[src/rtl/counter_arbiter_if.sv]
// counter_arbiter_if
//   Request/grant bundle between the requesters (master side) and the shared
//   counter scheduler (slave side).
//   Parameters: NREQ  - number of requesters
//               WIDTH - counter and run-length width
//   Signals:    req     requester level requests          (master -> slave)
//               len     packed run lengths, WIDTH each    (master -> slave)
//               grant   one-hot counter ownership         (slave -> master)
//               busy    job in RUN or DONE                (slave -> master)
//               value   current counter value             (slave -> master)
//               done    one-cycle completion pulse        (slave -> master)
//               done_id id of the completed job           (slave -> master)
interface counter_arbiter_if #(
    parameter int NREQ  = 4,
    parameter int WIDTH = 8
);
    localparam int IDW = (NREQ > 1) ? $clog2(NREQ) : 1;

    logic [NREQ-1:0]       req;
    logic [NREQ*WIDTH-1:0] len;
    logic [NREQ-1:0]       grant;
    logic                  busy;
    logic [WIDTH-1:0]      value;
    logic                  done;
    logic [IDW-1:0]        done_id;

    modport master (
        output req, len,
        input  grant, busy, value, done, done_id
    );

    modport slave (
        input  req, len,
        output grant, busy, value, done, done_id
    );
endinterface

[src/rtl/counter_arbiter.sv]
// counter_arbiter
//   Round-robin scheduler sharing one WIDTH-bit up-counter among NREQ
//   requesters. The winner's length is latched at grant, the counter runs
//   0..len-1, then done pulses for one cycle tagged with the winner's id.
//   A zero-length request skips RUN and goes straight to DONE without grant.
//   Ports:
//     clk   - system clock, rising edge
//     reset - asynchronous, active-low; clears all state
//     bus   - counter_arbiter_if.slave (req, len, grant, busy, value,
//             done, done_id)
//   Build option:
//     COUNTER_ARB_ABORT_EN - when defined, dropping the owner's req during
//                            RUN abandons the job (back to IDLE, value 0,
//                            no done pulse).
module counter_arbiter #(
    parameter int NREQ  = 4,
    parameter int WIDTH = 8
) (
    input  logic               clk,
    input  logic               reset,
    counter_arbiter_if.slave   bus
);
    localparam int          IDW = (NREQ > 1) ? $clog2(NREQ) : 1;
    localparam int unsigned NR  = NREQ;

    typedef enum logic [1:0] {
        IDLE = 2'd0,
        RUN  = 2'd1,
        DONE = 2'd2
    } state_t;

    state_t           state, state_n;
    logic [IDW-1:0]   last, last_n;
    logic [WIDTH-1:0] len_q, len_n;
    logic [WIDTH-1:0] value_q, value_n;
    logic [NREQ-1:0]  grant_q, grant_n;
    logic             busy_q, busy_n;
    logic             done_q, done_n;
    logic [IDW-1:0]   done_id_q, done_id_n;

    logic [IDW-1:0]   win;
    logic [NREQ-1:0]  win_oh;
    logic [WIDTH-1:0] win_len;
    logic             abort;

    // Walk offsets from NREQ down to 1 so the smallest offset from last
    // (i.e. the first requester after last) is the one left in win.
    always_comb begin
        win = '0;
        for (int unsigned i = 0; i < NR; i++) begin
            int unsigned    p;
            logic [IDW-1:0] cand;
            p = 32'(last) + NR - i;
            if (p >= NR) p = p - NR;
            cand = IDW'(p);
            if (bus.req[cand]) win = cand;
        end
    end

    always_comb begin
        win_oh      = '0;
        win_oh[win] = 1'b1;
        win_len     = bus.len[32'(win) * WIDTH +: WIDTH];
    end

`ifdef COUNTER_ARB_ABORT_EN
    assign abort = !bus.req[last];
`else
    assign abort = 1'b0;
`endif

    always_ff @(posedge clk or negedge reset) begin
        if (!reset) begin
            state     <= IDLE;
            last      <= IDW'(NREQ - 1);
            len_q     <= '0;
            value_q   <= '0;
            grant_q   <= '0;
            busy_q    <= 1'b0;
            done_q    <= 1'b0;
            done_id_q <= '0;
        end else begin
            state     <= state_n;
            last      <= last_n;
            len_q     <= len_n;
            value_q   <= value_n;
            grant_q   <= grant_n;
            busy_q    <= busy_n;
            done_q    <= done_n;
            done_id_q <= done_id_n;
        end
    end

    always_comb begin
        state_n   = state;
        last_n    = last;
        len_n     = len_q;
        value_n   = value_q;
        grant_n   = grant_q;
        busy_n    = busy_q;
        done_n    = 1'b0;
        done_id_n = done_id_q;

        unique case (state)
            IDLE: begin
                if (|bus.req) begin
                    last_n = win;
                    if (win_len != '0) begin
                        len_n   = win_len;
                        grant_n = win_oh;
                        value_n = '0;
                        busy_n  = 1'b1;
                        state_n = RUN;
                    end else begin
                        grant_n   = '0;
                        busy_n    = 1'b1;
                        done_n    = 1'b1;
                        done_id_n = win;
                        state_n   = DONE;
                    end
                end
            end
            RUN: begin
                if (abort) begin
                    grant_n = '0;
                    busy_n  = 1'b0;
                    value_n = '0;
                    state_n = IDLE;
                end else if (value_q == len_q - WIDTH'(1)) begin
                    grant_n   = '0;
                    done_n    = 1'b1;
                    done_id_n = last;
                    state_n   = DONE;
                end else begin
                    value_n = value_q + WIDTH'(1);
                end
            end
            DONE: begin
                grant_n = '0;
                busy_n  = 1'b0;
                state_n = IDLE;
            end
            default: begin
                grant_n = '0;
                busy_n  = 1'b0;
                state_n = IDLE;
            end
        endcase
    end

    assign bus.grant   = grant_q;
    assign bus.busy    = busy_q;
    assign bus.value   = value_q;
    assign bus.done    = done_q;
    assign bus.done_id = done_id_q;
endmodule

[src/flat_wrapper.sv]
// flat-port wrapper written by rule: the top's interface ports become plain ports
module counter_arbiter_flat 
#(
    parameter int NREQ  = 4,
    parameter int WIDTH = 8
)
  (clk, reset, bus_req, bus_len, bus_grant, bus_busy, bus_value, bus_done, bus_done_id);
  counter_arbiter_if #(.NREQ(NREQ), .WIDTH(WIDTH)) bus_i ();
  input  logic clk;
  input  logic reset;
  input wire logic [$bits(bus_i.req)-1:0] bus_req;
  input wire logic [$bits(bus_i.len)-1:0] bus_len;
  output wire logic [$bits(bus_i.grant)-1:0] bus_grant;
  output wire logic [$bits(bus_i.busy)-1:0] bus_busy;
  output wire logic [$bits(bus_i.value)-1:0] bus_value;
  output wire logic [$bits(bus_i.done)-1:0] bus_done;
  output wire logic [$bits(bus_i.done_id)-1:0] bus_done_id;
  assign bus_i.req = bus_req;
  assign bus_i.len = bus_len;
  assign bus_grant = bus_i.grant;
  assign bus_busy = bus_i.busy;
  assign bus_value = bus_i.value;
  assign bus_done = bus_i.done;
  assign bus_done_id = bus_i.done_id;
  counter_arbiter #(.NREQ(NREQ), .WIDTH(WIDTH)) u_core (.clk(clk), .reset(reset), .bus(bus_i));
endmodule
[config.mk]
export PLATFORM = sky130hd
export DESIGN_NAME = counter_arbiter_flat
export DESIGN_NICKNAME = d
export VERILOG_FILES = /design/src/rtl/counter_arbiter_if.sv /design/src/rtl/counter_arbiter.sv /design/src/flat_wrapper.sv
export SDC_FILE = /design/constraint.sdc
export NUM_CORES = 1
export LEC_CHECK = 0
export BUFFER_PORTS_ARGS = -buffer_cell sky130_fd_sc_hd__buf_2
export CORE_MARGIN = 2
export CORE_UTILIZATION = 45
export DETAILED_ROUTE_END_ITERATION = 8
export MAX_ROUTING_LAYER = met4
export PLACE_DENSITY_LB_ADDON = 0.08
export SYNTH_ARGS = -nofsm -noshare
export SYNTH_HDL_FRONTEND = slang
export SYNTH_SLANG_ARGS = --single-unit
[constraint.sdc]
create_clock -name clk -period 8.3 [get_ports clk]
set_input_delay 0.415 -clock clk [delete_from_list [all_inputs] [get_ports clk]]
set_output_delay 0.415 -clock clk [all_outputs]
set_load 0.05 [all_outputs]
Word level (Yosys, flattened, before mapping):

Index checks and enable logic that the tools add are counted.

* add/subtract/negate cells: 10
* $mul: 0
* divide/modulo/power cells: 0
* $lt $le $gt $ge: 10
* equality and inequality tests: 7
* shift-type cells: 1
* mux-type cells: 40
* bitwise gates (word level): 1
* reductions and logical operators: 11

Operators by type and width (number)
* >= comparator 32 x 3 -> 1 bit, second input constant: 3
* variable part select 32 x 6 -> 8 bit: 1
* 2-to-1 mux 2 bit: 14
* 2-to-1 mux 8 bit: 3
* case mux 8 bit (2 select lines): 1
* < comparator 2 x 3 -> 1 bit, second input constant: 5
* 2-to-1 mux 4 bit: 3
* subtractor 4 x 2 -> 5 bit, second input constant: 2
* 2-to-1 mux 1 bit: 9
* adder 8 x 1 -> 8 bit, second input constant: 1
* binary-select mux 1 bit (select 2 bit): 4
* equality test 8 bit: 1
* case mux 2 bit (2 select lines): 2
* case mux 4 bit (2 select lines): 1
* AND reduction 4 bit: 2
* nonzero test 8 bit: 1
* subtractor 2 x 1 -> 2 bit, second input constant: 4
* subtractor 8 x 1 -> 8 bit, second input constant: 1
* != test 2 x 1 -> 1 bit, second input constant: 3
* AND reduction 2 bit: 3
* subtractor 4 x 1 -> 5 bit, second input constant: 1
* adder 2 x 3 -> 4 bit, second input constant: 1
* >= comparator 4 x 3 -> 1 bit, second input constant: 1
* != test 2 bit, second input constant: 2
* other kinds (10): 11

* flip-flop bits (word level): 28
* bits in latches: 0
* bits in writable memories: 0
* ROM bits: 0
* bits of input ports: 38
* word-level logic and storage cells: 88
* memories: 0

Longest topological paths before layout:

Gate-level depths: netlist of the first run.

* word-level depth: 16
* gate-level depth with buffers: 11
* gate-level depth less buffers: 10

Least setup slack after synthesis of the first run:

Ideal clock, no wire load.

* kind: reg-to-reg
* start: reg u_core.len_q[0]
* end: reg u_core.done_id_q[0] (netlist: u_core.bus.done_id[0])
* library setup time: 0.125 ns
* data arrival time: 2.542 ns
* slack: 5.634 ns
* cell stages (with the launch flop): 10
* path buffers: 0
* period minus slack after synthesis: 2.666 ns
* path through: dfrtp_1 inv_1 ha_1 nor3b_1 a21oi_1 a2111oi_2 o21ai_1 or4_1 o22ai_2 mux2_2

* cells in the longest elaborated chain, start to end: 4

RTL lines
* start: declaration: line counter_arbiter.sv:34 `logic [WIDTH-1:0] len_q, len_n;`
* start signal: assignment: line counter_arbiter.sv:85 `len_q <= len_n;`
* subtractor 8 x 1 -> 8 bit: line counter_arbiter.sv:129 `end else if (value_q == len_q - WIDTH'(1)) begin`
* equality test 8 bit: line counter_arbiter.sv:129
* != test 2 x 1 -> 1 bit (no line)
* AND reduction 4 bit (no line)
* end signal: assignment: line counter_arbiter.sv:90 `done_id_q <= done_id_n;`
* end: declaration: line counter_arbiter.sv:39 `logic [IDW-1:0] done_id_q, done_id_n;`

No other way between the ends.
A chain may end at the register's enable or synchronous reset.

Worst setup path in the final report of the first run:

* start: reg u_core.last[1]
* end: reg u_core.value_q[4] (netlist: u_core.bus.value[4])

* cells in the longest elaborated chain, start to end: 13
* elaborated cells on any way between the ends: 32
* those cells by class: add/sub (8); order compare (4); eq/ne (1); shift (1); mux (16); reduce/logical (2)

RTL lines
* start: declaration: line counter_arbiter.sv:33 `logic [IDW-1:0] last, last_n;`
* start signal: assignment: line counter_arbiter.sv:75 `last <= IDW'(NREQ - 1);`
* start signal: assignment: line counter_arbiter.sv:84 `last <= last_n;`
* adder 2 x 3 -> 4 bit *: line counter_arbiter.sv:53 `p = 32'(last) + NR - i;`
* subtractor 4 x 1 -> 5 bit (tied with other cells): line counter_arbiter.sv:53
* >= comparator 32 x 3 -> 1 bit (tied with other cells): line counter_arbiter.sv:54 `if (p >= NR) p = p - NR;`
* 2-to-1 mux 2 bit or binary-select mux 1 bit (select 2 bit) (tied branches): line counter_arbiter.sv:54, counter_arbiter.sv:56
* binary-select mux 1 bit (select 2 bit) or 2-to-1 mux 1 bit (tied branches): line counter_arbiter.sv:56 `if (bus.req[cand]) win = cand;`
* 2-to-1 mux 1 bit (not written as such) or 2-to-1 mux 2 bit (tied branches): line counter_arbiter.sv:56
* 2-to-1 mux 2 bit (2 in a row): line counter_arbiter.sv:56
* 2-to-1 mux 2 bit *: line counter_arbiter.sv:56
* variable part select 32 x 6 -> 8 bit *: line counter_arbiter.sv:63 `win_len = bus.len[32'(win) * WIDTH +: WIDTH];`
* nonzero test 8 bit *: line counter_arbiter.sv:108 `if (win_len != '0) begin`
* != test 2 x 1 -> 1 bit (no line) *
* AND reduction 4 bit (no line) *
* end signal: assignment: line counter_arbiter.sv:86 `value_q <= value_n;`
* end: declaration: line counter_arbiter.sv:35 `logic [WIDTH-1:0] value_q, value_n;`

Mark *: on every way between the ends. The rest lies on a longest branch, timed or not. The select of a mux whose other input is x is not followed.

==> results of run 1 <==
[flip-flops by register name, indices dropped and copies added (netlist names)]
signal and count:
u_core.bus.done 1, u_core.bus.done_id 2, u_core.bus.grant 4, u_core.last 2, u_core.bus.value 8, u_core.bus.busy 1, u_core.len_q 8, u_core.state 2
[through the flow]
| step | instances | worst slack (ns) | total power [W] | hold slack (ns) | instance area [sq um] |
|---|---|---|---|---|---|
| finish | 288 | 4.987 | 0.0008657 | 0.1440 | 2216 |
| global route | 288 | 4.681 | 0.0009358 | 0.1856 | 2216 |
| CTS | 288 | 4.931 | 0.0008761 | 0.1632 | 2216 |
| detailed placement | 284 | 4.962 | 0.0007636 | 0.4802 | 2145 |
| global placement | 284 | 5.000 | 0.0007591 | 0.4760 | 2145 |
| floorplan | 188 | 5.634 | 0.0006723 | 0.1194 | 1874 |
[area by class of cell]
cell class | count | area, sq um
Clock buffer | 3 | 41.29
Clock inverter | 1 | 30.03
Fill cell | 376 | 1784
Inverter | 7 | 26.28
Multi-Input combinational cell | 146 | 1087
Sequential cell | 28 | 703.2
Tap cell | 50 | 62.56
Timing Repair Buffer | 53 | 265.3
[worst paths after layout]
path | start | end | slack [ns] | cells past startpoint
max in group asynchronous | reset | u_core.state[0]$_DFFE_PN0P_ | 7.74 | 1
min in group clk | u_core.bus.grant[0]$_DFFE_PN0P_ | u_core.bus.grant[0]$_DFFE_PN0P_ | 0.50 | 2
max | u_core.last[1]$_DFFE_PN1P_ | u_core.bus.value[4]$_DFFE_PN0P_ | 4.99 | 8
min reg2reg | u_core.bus.grant[0]$_DFFE_PN0P_ | u_core.bus.grant[0]$_DFFE_PN0P_ | 0.50 | 2
max reg2reg | u_core.last[1]$_DFFE_PN1P_ | u_core.bus.value[4]$_DFFE_PN0P_ | 4.99 | 8
min | reset | u_core.bus.value[3]$_DFFE_PN0P_ | 0.14 | 1
[layer usage]
| layer | track usage | vias up | wire (um) |
|---|---|---|---|
| li1 | - | 782 | - |
| met1 | 0.2794 | 691 | 1976 |
| met2 | 0.2909 | 61 | 1791 |
| met3 | 0.03084 | 4 | 257 |
| met4 | 0.05250 | 0 | 36 |
| met5 | - | - | 0 |
[where the power goes]
| group | total (W) | internal [W] | switching [W] |
|---|---|---|---|
| logic | 0.000491 | 0.000190 | 0.000301 |
| clock network | 0.000111 | 0.0000647 | 0.0000458 |
| registers | 0.000264 | 0.000196 | 0.0000685 |
| total | 0.000866 | 0.000451 | 0.000415 |
[cell families (layout without fill, tap and decap cells)]
kind of cell	Yosys count	after routing	share of synthesized area
flops	28	28	0.3752
xor+xnor	9	9	0.04205
fa+ha+maj	2	2	0.01335
mux	37	37	0.2049
simple gates	64	64	0.1762
compound gates	34	34	0.1435
buf+inv	14	64	0.04473
[cell usage after synthesis (all sizes together) (2+ instances only)]
cell     n  area [sq um]
buf      7         57.55
nor2     9         33.78
mux2i   29         290.3
nand2   26         97.59
a21o     2         15.01
and2     2         12.51
o31ai    3         22.52
inv      7         26.28
a31oi    3         33.78
o22ai    3         25.02
a21oi    6         30.03
dfstp    2         52.55
xor2     4         35.03
nand2b   7         43.79
nor4     2         25.02
or3      2         17.52
xnor2    5         43.79
o21ai    8         40.03
ha       2         25.02
nand3    5         25.02
mux2     8         93.84
nand4    2         12.51
dfrtp   26         650.6
nor3     2         10.01
==> impl_summary.md, run 1 <==
Detailed routing
The first TritonRoute pass finished after 4 iterations. For this block, the via count after detailed routing is 1538. The post-detailed-route count of antenna-violating nets is 0. After detailed routing, the average wire length per cell comes to 14.10 um.

The detailed-route wire length is 4061 um. In this run, the number of DRC markers left after iteration 0 of detailed routing was 73. After detailed routing, the number of vias per cell comes to ~5.3. In the routed design, unresolved DRC markers number 0.

Synthesis
The cell area after synthesis is 0.001874 sq mm. The number of flip-flops and latches in the synthesized netlist is 28. The mean instance size in the synthesized netlist is 9.970 sq um.

Yosys mapped a number of flops with a built-in enable equal to 0. The synthesized instance count is 188. The number of different library cells used by synthesis comes to 47. The prevailing post-synth register cell is sky130_fd_sc_hd__dfrtp_1.

The sequential cell area fraction in the yosys report is 0.3752. The Yosys step of the flow raised 0 warnings. The net count after synthesis is 228. The proportion of synthesized flip-flops having asynchronous set or reset is 1.000.

Critical path
The data arrival time of the critical path is 3.52 ns. In this design, the largest share of critical-path delay is due to compound AO/OA/AOI/OAI gates. The sum of buffers and inverters on the critical path is 0. The endpoint type of the worst setup path is a register. The library cell contributing the largest single delay on the critical path is sky130_fd_sc_hd__a32oi_1.

The worst setup path is of the reg2reg kind. By instance count, the cell type seen most on the critical path is sky130_fd_sc_hd__mux2i_1. The signal on the critical path passes through nand3b_1 > a31oi_4 > mux2i_1 > mux2i_1 > nor4_2 > a32oi_1 > or3b_1 > a21oi_1.

The element type at the critical path start is a register. Along the worst path, the maximum fanout reaches 22. For the worst setup path, the data required time is 8.51 ns. The largest single stage delay on the critical path is 0.72 ns.

CTS
The number of gates given a new drive strength after cts is 0. For this design, the CTS-stage hold fixing added 0 buffers. The worst-case clock buffer depth is 2.

TritonCTS built the clock tree. The deepest level of the CTS H-tree is 1. The clock net in this run drives a total of 28 sinks.

The clock latency on the worst-skew pair is between 0.2 and 0.3 ns. The root buffer cell chosen for the clock tree is sky130_fd_sc_hd__clkbuf_8. The clock-pin slew on the worst setup and hold paths is about 0.10 ns. The total setup buffers inserted after CTS is 0. Buffers inserted during clock tree synthesis total 3.

STA
The highest attainable clock frequency is 301.9 MHz. Setup repair after global routing left no endpoint under its margin. In the finished design, the share of the clock period the worst path needs comes to 0.3991. On the final layout, the worst clock skew is 0.004473 ns. The number of endpoints with negative hold slack in the final report is 0. The max-slew violation total from the final report came to 0. The minimum clock period is 3.313 ns. The final setup TNS is 0 ns. At the pin with the least slew margin, the transition time is 0.9428 ns. Setup violations remaining at the end of the flow were counted as 0. The normalized max-slew margin is 0.3715.

GRT
The total track usage is 0.1962. The number of global-route vias before repair is about 1400. The overall overflow remaining after global route is 0. The maximum number of pins on one net before global-route repair is 29. The number of antenna violations at the first check in global routing is 0.

The first-pass GRT wire length is 6727 um.

Floorplan
The floorplan step defined a die boundary enclosing 0.004697 sq mm. The die outline height is approximately 70 um. The core outline area is between 0.004 and 0.005 sq mm.

The I/O pin count is between 50 and 60. The die outline width is about 69 um. The row count is 23. The initial utilization of the core area, before any placement, comes to 0.4686.

Placed design
After legalization and detailed placement, the total HPWL measured 3194 um. The congestion estimate from routability-driven global placement came to 0.7682. During placement, the flow inserted port buffers numbering 53.

Status
The flow ran to the end, and the final reports show no timing, DRC or antenna violations.

Layout
Of the cells placed in the final design, the portion with a size suffix greater than 1 is 0.3151. Compared with the post-synthesis result, the final layout area differs by 18.22%. In the layout the commonest cells are 53 x sky130_fd_sc_hd__buf_2, 29 x sky130_fd_sc_hd__mux2i_1, 26 x sky130_fd_sc_hd__nand2_1, 26 x sky130_fd_sc_hd__dfrtp_1, 9 x sky130_fd_sc_hd__nor2_1. The final core area utilization is 0.5540.

The number of diodes is 0. Leaving out fill and tap cells, the most frequent cell in the layout is sky130_fd_sc_hd__buf_2. The net total in the final layout is 279.

Pwr
For this design the static power due to leakage is 1.089 nW. The largest voltage drop on the vdd net is 242.5 uV. The power density over the cells is 390.7 mW/mm^2.

Min path
The class of the worst hold path is in2async.

Job
The tool flagged a number of max-cap violations equal to 0.
(Power assumes the default switching activity.)
==> run 2: changes to the inputs <==
==> constraint.sdc (replaced) <==
create_clock -name clk -period 3.2 [get_ports clk]
set_input_delay 0.16 -clock clk [delete_from_list [all_inputs] [get_ports clk]]
set_output_delay 0.16 -clock clk [all_outputs]
set_load 0.05 [all_outputs]
==> impl_summary.md, run 2 (synthesized netlist as in run 1, its figures left out) <==
Status
The run finished with clean final reports.

STA
The highest attainable clock frequency is 349.2 MHz (+16%). The post-route clock period utilization is 0.8949 (+0.4958). The actual transition at the worst max-transition pin came to 0.6184 ns (-0.3243 ns). Setup repair after global routing left no endpoint under its margin. The smallest setup slack after layout is 0.3363 ns (-4.651 ns). The max-slew violation total from the final report is 0 (unchanged). The number of setup violations in the final report is 0 (unchanged).

The normalized max-slew margin is 0.5877 (+0.2162). The minimum clock period is 2.864 ns (-0.4491 ns). The final setup TNS is 0 ns (unchanged). The number of endpoints with negative hold slack in the final report is 0 (unchanged). The worst clock skew is 0.008854 ns (+0.004380 ns).

Detailed routing
The post-detailed-route count of antenna-violating nets is 0 (unchanged). The DRC marker count from the first detailed-route iteration is 71 (-2.7%). The highest layer used for signal routing is met4. The wire length on met3 was 206 um (-20%). The iteration count of the initial detailed-routing pass is 4 (unchanged).

The detailed-route wire length was 3986 um (-1.8%). The average via count per standard cell is 5.345 (about the same). The final routed DRC violation total is 0 (unchanged).

The sum of met2 wire segment lengths after detailed routing is 1737 um (-3.0%). The wire length per cell after detailed routing came to 13.47 um (-4.5%). The total via count in the routed design came to 1582 (+2.9%). The routed metal-1 wire length is 1988 um (+0.61%).

Job
The number of maximum-capacitance violations is 0 (unchanged).

Floorplan
The die outline width is 68.54 um (unchanged). The die area is 0.004697 sq mm (unchanged). The core outline area is 0.004000 sq mm (unchanged). The die outline height is 68.54 um (unchanged). The effective utilization at floorplan is 0.4686 (unchanged). The I/O pin count is 54 (unchanged).

The row count is 23 (unchanged).

Layout
The number of diodes is 0 (unchanged). In the layout the commonest cells are 53 x sky130_fd_sc_hd__buf_2, 29 x sky130_fd_sc_hd__mux2i_1, 26 x sky130_fd_sc_hd__nand2_1, 26 x sky130_fd_sc_hd__dfrtp_1, 9 x sky130_fd_sc_hd__nor2_1. The net total in the final layout was 287 (+2.9%).

The area taken by multi-input logic gates was 0.001087 sq mm (unchanged). The final instance area was 0.002291 sq mm (+3.4%). The post-layout instance count excluding filler cells came to 296 (+2.8%). The share of post-route cells with drive strength above 1 was 0.3333 (+0.01821). The number of fill cells in the layout was 367 (-2.4%).

The footprint of the flip-flops and latches is 703.2 sq um (unchanged). The most common library cell in the layout ignoring fill and taps is sky130_fd_sc_hd__buf_2. The layout overhead on the synthesized area is 22.23%.

Placed design
The global placer's final weighted congestion was 0.7771 (+1.2%). The quantity of I/O buffers inserted on ports is 53 (unchanged). The sum of net half-perimeters after detailed placement is 3183 um (-0.34%).

The standard cell area after detailed placement came to 0.002210 sq mm (+3.0%). The number of instances in the placed design is 291 (+2.5%). The setup slack at placement came to 0.3302 ns (-4.631 ns).

Pwr
The final total power was 0.002325 W (+170%). The largest voltage drop on the vdd net is 495.4 uV (+100%). The power density over the cells came to 1015 mW/mm^2 (+160%). The leakage power of the design is 1.133 nW (+4.1%).

CTS
The number of gates given a new drive strength after cts was 0 (unchanged). The number of buffers created by CTS is 3 (unchanged). The count of clock tree sinks is 28 (unchanged). The clock-pin slew on the worst setup and hold paths is 0.10 ns (about the same).

The worst-case clock buffer depth is 2 (unchanged). The clock latency on the worst-skew pair is 0.28 ns (about the same). The clock tree from TritonCTS is done.

The deepest level of the CTS H-tree is 1 (unchanged). The root buffer selected by CTS is sky130_fd_sc_hd__clkbuf_8.

GRT
The overall overflow remaining after global route is 0 (unchanged). The number of antenna violations at the first check in global routing is 0 (unchanged). The first-pass GRT wire length is 7044 um (+4.7%). The maximum number of pins on one net before global-route repair is 29 (unchanged). The number of global-route vias before repair came to 1503 (+7.1%). The total track usage is 0.2047 (+0.008508).

Critical path
The stage delay of the slowest cell on the critical path came to 0.61 ns (-0.11 ns). The worst endpoint required time is 3.40 ns (-5.11 ns). Among all stages on the critical path, the largest delay is contributed by sky130_fd_sc_hd__dfstp_2.

The depth of the worst register-to-register path came to 10 (+2). The critical-path maximum fanout was 18 (-18%). The worst setup path is launched from a register. The critical path goes through nand3b_1 > a31oi_4 > buf_12 > mux2i_1 > mux2i_1 > nor4_2 > a32oi_1 > buf_4 > a31o_1 > a21oi_1. The critical path in this run is classified as reg2reg. The endpoint type of the worst setup path is a register. The data arrival time of the critical path is 3.07 ns (-0.45 ns). The most frequent cell on the critical path is sky130_fd_sc_hd__mux2i_1.

Min path
The min-delay analysis places its worst path in the category in2reg. The worst hold path was traced through 5 stages.
-- run 2: critical path, delay by kind of cell (launching register included) --
kind,cells,cell delay (ns)
AOI/OAI and AO/OA,4,0.88
buffers and inverters,2,0.44
DFF,1,0.61
muxes,2,0.32
and+or+nand+nor,2,0.53
-- run 2: metrics by stage --
step | hold WS [ns] | utilization
2_1_floorplan | -0.1356 | -
3_3_place_gp | 0.2133 | 0.5524
3_5_place_dp | 0.2201 | 0.5524
4_1_cts | 0.3447 | 0.5727
5_1_grt | 0.3792 | 0.5727
6_report | 0.3463 | 0.5727
-- run 2: cell type report --
cell class	count	area share
repair buffers	61	0.1486
clock inverters	1	0.01311
well taps	50	0.02731
inverters	7	0.01147
multi-input cells	146	0.4746
flip-flops and latches	28	0.3069
clock buffers	3	0.01802
-- run 2: repair_timing --
action                                 CTS  global route
setup endpoints to repair                0             0
hold buffers                             1             0
endpoints found under the hold margin   26             0
setup buffers                            0             0
-- run 2: routing by layer --
| layer | vias to the layer above | GRT usage |
|---|---|---|
| met5 | - | - |
| met4 | 0 | 0.07000 |
| met3 | 4 | 0.01948 |
| met2 | 58 | 0.3185 |
| met1 | 727 | 0.2800 |
| li1 | 793 | - |
-- run 2: path summary, 6_finish.rpt --
path / from / to / slack, ns
worst max-delay path: u_core.last[1]$_DFFE_PN1P_ / u_core.bus.value[6]$_DFFE_PN0P_ / 0.34
worst min-delay path: bus_len[3] / u_core.len_q[3]$_DFFE_PN0P_ / 0.35
worst min register to register: u_core.bus.grant[3]$_DFFE_PN0P_ / u_core.bus.grant[3]$_DFFE_PN0P_ / 0.50
max in group asynchronous: reset / u_core.bus.value[5]$_DFFE_PN0P_ / 2.37
min in group asynchronous: reset / u_core.bus.value[0]$_DFFE_PN0P_ / 0.41
worst max register to register: u_core.last[1]$_DFFE_PN1P_ / u_core.bus.value[6]$_DFFE_PN0P_ / 0.34
-- run 2: power breakdown --
part	internal [W]	switching (W)	total [W]	leakage, nW
combinational	0.000551	0.000807	0.00136	0.757
sequential	0.000508	0.000176	0.000684	0.341
clock	0.000168	0.000115	0.000282	0.0357
